===== src/rtl/tx_scrambler_ctrl.sv =====
// tx_scrambler_ctrl: PCIe transmit scrambler and 128b/130b block framer.
// Gen1/2 uses the 16-bit LFSR with COM/SKP rules; Gen3+ uses the 23-bit LFSR
// and tracks the symbol position inside each 16-symbol block.
// Optional build macro TX_SCR_DISABLE_EN adds input scrDisable: when high every
// symbol leaves unscrambled while both LFSRs keep stepping so the receiver stays
// aligned.
//
// state    | meaning
// IDLE     | no Gen3 block open; waiting for in_blockStart
// DATA_BLK | inside a data block (sync 01); every symbol scrambled
// OS_BLK   | inside an ordered-set block (sync 10); type latched from symbol 0
module tx_scrambler_ctrl #(
  parameter logic [22:0] SEED_G3  = 23'h1DBFBC,
  parameter logic [15:0] SEED_G12 = 16'hFFFF
) (
  input  logic        clk,
  input  logic        reset_n,
  input  logic [2:0]  GEN,
  input  logic [5:0]  PIPEWIDTH,
  input  logic        turnOff,
`ifdef TX_SCR_DISABLE_EN
  input  logic        scrDisable,
`endif
  input  logic        in_valid,
  input  logic [31:0] in_data,
  input  logic [3:0]  in_dataK,
  input  logic [1:0]  in_syncHeader,
  input  logic        in_blockStart,
  output logic        out_valid,
  output logic [31:0] out_data,
  output logic [3:0]  out_dataK,
  output logic [1:0]  out_syncHeader,
  output logic        out_blockStart,
  output logic        out_blkErr
);

  typedef enum logic [1:0] {IDLE, DATA_BLK, OS_BLK} state_t;

  state_t      state, state_n, st;
  logic [3:0]  sym_cnt, sym_cnt_n, cnt, pos, act, nbytes;
  logic [15:0] lfsr16, lfsr16_n;
  logic [22:0] lfsr23, lfsr23_n;
  logic [7:0]  os_type, os_type_n, sym, ks;
  logic        gen3, gen3_n, use_g3, com_any, err_n, scr_en;
  logic [31:0] data_n;
  logic [23:0] r16;
  logic [30:0] r23;

`ifdef TX_SCR_DISABLE_EN
  assign scr_en = ~scrDisable;
`else
  assign scr_en = 1'b1;
`endif

  // Eight serial steps of the Gen1/2 Galois LFSR: {next_state, keystream byte}.
  function automatic logic [23:0] g12_step8(input logic [15:0] s_in);
    logic [15:0] s;
    logic [7:0]  m;
    s = s_in;
    m = '0;
    for (int j = 0; j < 8; j++) begin
      m[j] = s[15];
      s = {s[14:0], 1'b0} ^ (s[15] ? 16'h0039 : 16'h0000);
    end
    return {s, m};
  endfunction

  // Eight serial steps of the Gen3 Galois LFSR: {next_state, keystream byte}.
  function automatic logic [30:0] g3_step8(input logic [22:0] s_in);
    logic [22:0] s;
    logic [7:0]  m;
    s = s_in;
    m = '0;
    for (int j = 0; j < 8; j++) begin
      m[j] = s[22];
      s = {s[21:0], 1'b0} ^ (s[22] ? 23'h210125 : 23'h000000);
    end
    return {s, m};
  endfunction

  // Per-word next state: symbol rules applied byte by byte, LFSR threaded serially.
  always_comb begin
    state_n   = state;
    sym_cnt_n = sym_cnt;
    lfsr16_n  = lfsr16;
    lfsr23_n  = lfsr23;
    os_type_n = os_type;
    data_n    = '0;
    err_n     = 1'b0;
    st        = state;
    cnt       = sym_cnt;
    pos       = '0;
    sym       = '0;
    ks        = '0;
    r16       = '0;
    r23       = '0;
    com_any   = 1'b0;
    case (PIPEWIDTH)
      6'd16:   begin act = 4'b0011; nbytes = 4'd2; end
      6'd32:   begin act = 4'b1111; nbytes = 4'd4; end
      default: begin act = 4'b0001; nbytes = 4'd1; end
    endcase
    for (int i = 0; i < 4; i++)
      if (act[i] && in_dataK[i] && in_data[8*i +: 8] == 8'hBC) com_any = 1'b1;
    // Generation switches only on a block boundary or a COM.
    if (in_blockStart)                 use_g3 = (GEN >= 3'd3);
    else if (GEN < 3'd3 && com_any)    use_g3 = 1'b0;
    else                               use_g3 = gen3;
    gen3_n = use_g3;

    if (!use_g3) begin
      for (int i = 0; i < 4; i++) begin
        if (act[i]) begin
          sym = in_data[8*i +: 8];
          r16 = g12_step8(lfsr16_n);
          data_n[8*i +: 8] = sym;
          if (turnOff) begin
            lfsr16_n = SEED_G12;
          end else if (in_dataK[i]) begin
            if (sym == 8'hBC)      lfsr16_n = SEED_G12;
            else if (sym != 8'h1C) lfsr16_n = r16[23:8];
          end else begin
            data_n[8*i +: 8] = sym ^ (scr_en ? r16[7:0] : 8'h00);
            lfsr16_n = r16[23:8];
          end
        end
      end
    end else begin
      if (in_blockStart) begin
        if (state != IDLE && sym_cnt != 4'd0) err_n = 1'b1;
        cnt = 4'd0;
        case (in_syncHeader)
          2'b01:   st = DATA_BLK;
          2'b10:   begin st = OS_BLK; os_type_n = in_data[7:0]; end
          default: begin st = IDLE; err_n = 1'b1; end
        endcase
      end else if (state != IDLE && sym_cnt == 4'd0) begin
        // previous block ended and this word does not open a new one
        err_n = 1'b1;
        st    = IDLE;
      end
      for (int i = 0; i < 4; i++) begin
        if (act[i]) begin
          sym = in_data[8*i +: 8];
          pos = cnt + 4'(i);
          r23 = g3_step8(lfsr23_n);
          ks  = scr_en ? r23[7:0] : 8'h00;
          data_n[8*i +: 8] = sym;
          case (st)
            DATA_BLK: begin
              data_n[8*i +: 8] = sym ^ ks;
              lfsr23_n = r23[30:8];
            end
            OS_BLK: begin
              if (os_type_n != 8'hAA) begin
                if ((os_type_n == 8'h1E || os_type_n == 8'h2D) && pos != 4'd0)
                  data_n[8*i +: 8] = sym ^ ks;
                lfsr23_n = r23[30:8];
              end
            end
            default: ;
          endcase
        end
      end
      if (st == IDLE) begin
        sym_cnt_n = 4'd0;
      end else begin
        sym_cnt_n = cnt + nbytes;
        if (st == OS_BLK && os_type_n == 8'h00 && sym_cnt_n == 4'd0)
          lfsr23_n = SEED_G3;
      end
      state_n = st;
    end
  end

  // Framing state, counters and LFSRs move only on valid words.
  always_ff @(posedge clk) begin
    if (!reset_n) begin
      state   <= IDLE;
      sym_cnt <= 4'd0;
      lfsr16  <= SEED_G12;
      lfsr23  <= SEED_G3;
      os_type <= 8'h00;
      gen3    <= 1'b0;
    end else if (in_valid) begin
      state   <= state_n;
      sym_cnt <= sym_cnt_n;
      lfsr16  <= lfsr16_n;
      lfsr23  <= lfsr23_n;
      os_type <= os_type_n;
      gen3    <= gen3_n;
    end
  end

  // Output stage: one-cycle latency, payload held while in_valid is low.
  always_ff @(posedge clk) begin
    if (!reset_n) begin
      out_valid      <= 1'b0;
      out_data       <= '0;
      out_dataK      <= '0;
      out_syncHeader <= '0;
      out_blockStart <= 1'b0;
      out_blkErr     <= 1'b0;
    end else begin
      out_valid  <= in_valid;
      out_blkErr <= in_valid & err_n;
      if (in_valid) begin
        out_data       <= data_n;
        out_dataK      <= in_dataK;
        out_syncHeader <= in_syncHeader;
        out_blockStart <= in_blockStart;
      end
    end
  end

endmodule


===== config.mk =====
export PLATFORM = sky130hd
export DESIGN_NAME = tx_scrambler_ctrl
export DESIGN_NICKNAME = d
export VERILOG_FILES = /design/src/rtl/tx_scrambler_ctrl.sv
export SDC_FILE = /design/constraint.sdc
export NUM_CORES = 1
export LEC_CHECK = 0
export CAP_MARGIN = 20
export CORE_MARGIN = 3
export CORE_UTILIZATION = 50
export DETAILED_ROUTE_END_ITERATION = 10
export HOLD_SLACK_MARGIN = 0.08
export PLACE_DENSITY = 0.68
export SLEW_MARGIN = 20
export SYNTH_ARGS = -nofsm -noshare
export SYNTH_HDL_FRONTEND = slang
export SYNTH_SLANG_ARGS = --single-unit

===== constraint.sdc =====
create_clock -name clk -period 18.4 [get_ports clk]
set_input_delay 1.84 -clock clk [delete_from_list [all_inputs] [get_ports clk]]
set_output_delay 1.84 -clock clk [all_outputs]
set_load 0.005 [all_outputs]

==> impl_metrics.tcl <==
set metrics [dict create \
    status "completed" \
    yosysTopAreaCell "dfxtp_1" \
    synth-compound-area-share_pct 33.1 \
    synth_adder_area_share_pct 1.40 \
    antenna_found_initial 0 \
    detailedPlace.worstSlack_ns 7.86 \
    grtUsageTotal_pct 37.8 \
    ys_seq_elements 95 \
    numCtsBuffers 9 \
    num_rows 54 \
    end_kind "flop" \
    grt_start_max_net_pins 53 \
    drt_first_pass_iters 5 \
    muxShareOfSynthArea_pct 2.14 \
    io_pins 93 \
    portBuffers 92 \
    synthTopCellsByArea "dfxtp_1, xnor2_1, a21oi_1" \
    yosysUniqueCellTypes 94 \
    synth_edf_count 0 \
    cts_root_buf "clkbuf_16" \
    leakagePower_nw 4.62 \
    crit_chain "clkdlybuf4s50_1 -> and2_1 -> a21oi_1 -> ha_1 -> inv_1 -> o2111ai_1 -> or4_1 -> nand2_1 -> nor2_1 -> a21boi_0 -> and3_1 -> a2111oi_4 -> xnor3_2 -> xnor2_4 -> xor2_1 -> a22oi_1 -> xor2_4 -> or4_1 -> a31oi_1 -> o21a_1" \
    wirelength_um 47400 \
    grt_pass1_vias 11578 \
    synth_top_family_by_area "compound AO/OA/AOI/OAI gates" \
    setup_ws_ns 7.93 \
    fin_tns_setup_ns 0 \
    gp_congestion 1.09 \
    dpl.hpwl_um 35200 \
    cpMostUsedCell "or4_1" \
    mappedNetlistNets 1623 \
    wl_per_cell_um 25.5 \
    final_layout_size_suffix_gt1_share_pct 6.33 \
    vias 12618 \
    maxCapViolations 0 \
    worstSetupStartpointType "input port" \
    coreArea_um2 22000 \
    min_period_ns 10.47 \
    avgSynthCellArea_um2 7.24 \
    antenna_left 0 \
    vdd_drop_max_uv 47.2 \
    worstSetupPathType "in2reg" \
    path_max_fanout 27 \
    cts_hold_buf 0 \
    syn2layout_area_growth_pct 12.0 \
    start_util_pct 51.3 \
    fillers 2130 \
    slew_headroom_pct 23.6 \
    max_slew.worst_pin.slew_ns 1.15 \
    grt_pass1_wl_um 71200 \
    grt.overflow.total 0 \
    die_h_um 156 \
    antenna-diode-count 0 \
    synth_xor_area_share_pct 21.9 \
    fin_crit_sh_pct 56.9 \
    ys.warnings.count 0 \
    yosys.area_share.simple_pct 19.1 \
    cts_setup_buffers 0 \
    setup_viol 0 \
    syn_inst 1559 \
    crit_required_ns 18.71 \
    postSynth.asyncResetShare_pct 0 \
    skew_ns 0.0180 \
    cts_sinks 95 \
    synth_seq_area_share_pct 16.8 \
    htree_levels 3 \
    drc_errors 0 \
    syn_area_um2 11300 \
    cts_resized 0 \
    clk_pin_slew_worst_paths_ns 0.08 \
    rsz0062_at_grt "false" \
    drv_slew 0 \
    final_hold_viol_count 0 \
    ys.flop_type "dfxtp_1" \
    slowest_stage "clkdlybuf4s50_1" \
    die_w_um 156 \
    critPathMaxStageDelay_ns 0.91 \
    drt_iter0_drc 1580 \
    yosys.area.top_type_share_pct 16.8 \
    clock_path_buffers 2 \
    vias_per_cell 6.78 \
    die_area_um2 24400 \
    clk_latency_ns 0.37 \
    clock.fmax_mhz 95.5 \
    crit_arrival_ns 10.78 \
    power_density_nw_per_um2 72.7 \
    cts_tree "yes" \
    hold_path.class "reg2reg" \
    layout.nets 1639 \
]
## critical path, delay by kind of cell
kind | cells | cell delay, ns
simple gates | 6 | 3.50
compound gates | 7 | 2.21
xor+xnor | 4 | 1.41
buf+inv | 2 | 1.13
fa+ha+maj | 1 | 0.67
## cells in the mapped netlist, types with 23 or more instances
master and instances:
a211oi_1 38, a21oi_1 179, a22oi_1 24, clkbuf_1 94
dfxtp_1 95, inv_1 35, mux2i_1 23, nand2_1 131
nand3_1 33, nor2_1 183, nor3_1 27, o21ai_0 106
xnor2_1 141, xor2_1 70
## final cells by class
type / count / area [um2] / share of cell area (%)
Clock inverter: 7 / 95.1 / 0.752
Tap cell: 280 / 350 / 2.77
Timing Repair Buffer: 123 / 1150 / 9.12
Sequential cell: 95 / 1900 / 15.0
Inverter: 37 / 139 / 1.10
Multi-Input combinational cell: 1309 / 8780 / 69.4
Clock buffer: 9 / 225 / 1.78
## cells in the final DEF, fill, tap and decap left out, types with 7 or more instances in the layout
master | Yosys | layout
a211oi_1 | 38 | 38
a21boi_0 | 9 | 9
a21oi_1 | 179 | 178
a221oi_1 | 10 | 10
a22o_1 | 9 | 9
a22oi_1 | 24 | 24
a31oi_1 | 15 | 15
and2_1 | 11 | 11
and3_1 | 9 | 9
buf_4 | 6 | 31
clkbuf_16 | 0 | 9
clkdlybuf4s50_1 | 0 | 92
dfxtp_1 | 95 | 95
ha_1 | 11 | 11
inv_1 | 35 | 35
mux2i_1 | 23 | 23
nand2_1 | 131 | 131
nand2b_1 | 15 | 15
nand3_1 | 33 | 33
nand4_1 | 7 | 7
nor2_1 | 183 | 182
nor2b_1 | 9 | 9
nor3_1 | 27 | 27
nor4_1 | 7 | 7
o211ai_1 | 16 | 16
o21a_1 | 9 | 9
o21ai_0 | 106 | 106
o21ai_1 | 12 | 11
o221ai_1 | 10 | 10
o22ai_1 | 18 | 18
o311ai_0 | 7 | 7
o32ai_1 | 8 | 8
o41ai_1 | 7 | 7
or2_2 | 8 | 8
or3_1 | 9 | 9
xnor2_1 | 141 | 141
xnor3_1 | 9 | 9
xor2_1 | 70 | 70
## report_power, final
group	total, mW	internal [mW]	switching [mW]
Sequential	0.231	0.215	0.0159
Combinational	0.478	0.193	0.285
Clock	0.210	0.110	0.101
## sequential cells by signal (all words and copies together), names as in the netlist, 2 cells and up
register	cells
lfsr16	16
lfsr23	23
os_type	8
out_data	32
out_dataK	4
out_syncHeader	2
state	2
sym_cnt	4
## cell families (layout without fill, tap and decap cells)
| group | after synthesis | in the layout |
|---|---|---|
| buffers and inverters | 155 | 176 |
| and+or+nand+nor | 474 | 474 |
| adders and majority gates | 12 | 12 |
| DFF | 95 | 95 |
| AOI/OAI and AO/OA | 561 | 561 |
| muxes | 24 | 24 |
| xor gates and xnor gates | 238 | 238 |
## final timing paths
check / startpoint / end / slack [ns] / depth (start not counted)
setup / recovery: in_blockStart / out_data[30] / 7.93 / 20
setup reg to reg: sym_cnt[0] / out_data[30] / 9.54 / 20
hold / removal: out_data[23] / out_data[23] / 0.47 / 2
hold reg to reg: out_data[23] / out_data[23] / 0.47 / 2
## metrics by stage
stage	cells	instance area, um2	total power [mW]	hold slack, ns	utilization, %
4_1_cts	1860	12600	0.906	0.469	57.4
6_report	1860	12600	0.919	0.473	57.4
2_1_floorplan	1559	11300	0.572	0.459	-
3_3_place_gp	1844	12300	0.695	0.453	56.0
5_1_grt	1860	12600	0.960	0.504	57.4
3_5_place_dp	1844	12300	0.695	0.458	56.0
## routing by layer
metal  wire, um  vias up  track usage [%]
met5          0        -                0
met4       2020        0             14.4
met3       6540      135             9.79
met2      19300      876             54.8
met1      19600     5928             53.6
li1           -     5679                -
Power figures use the tool's default switching activity.
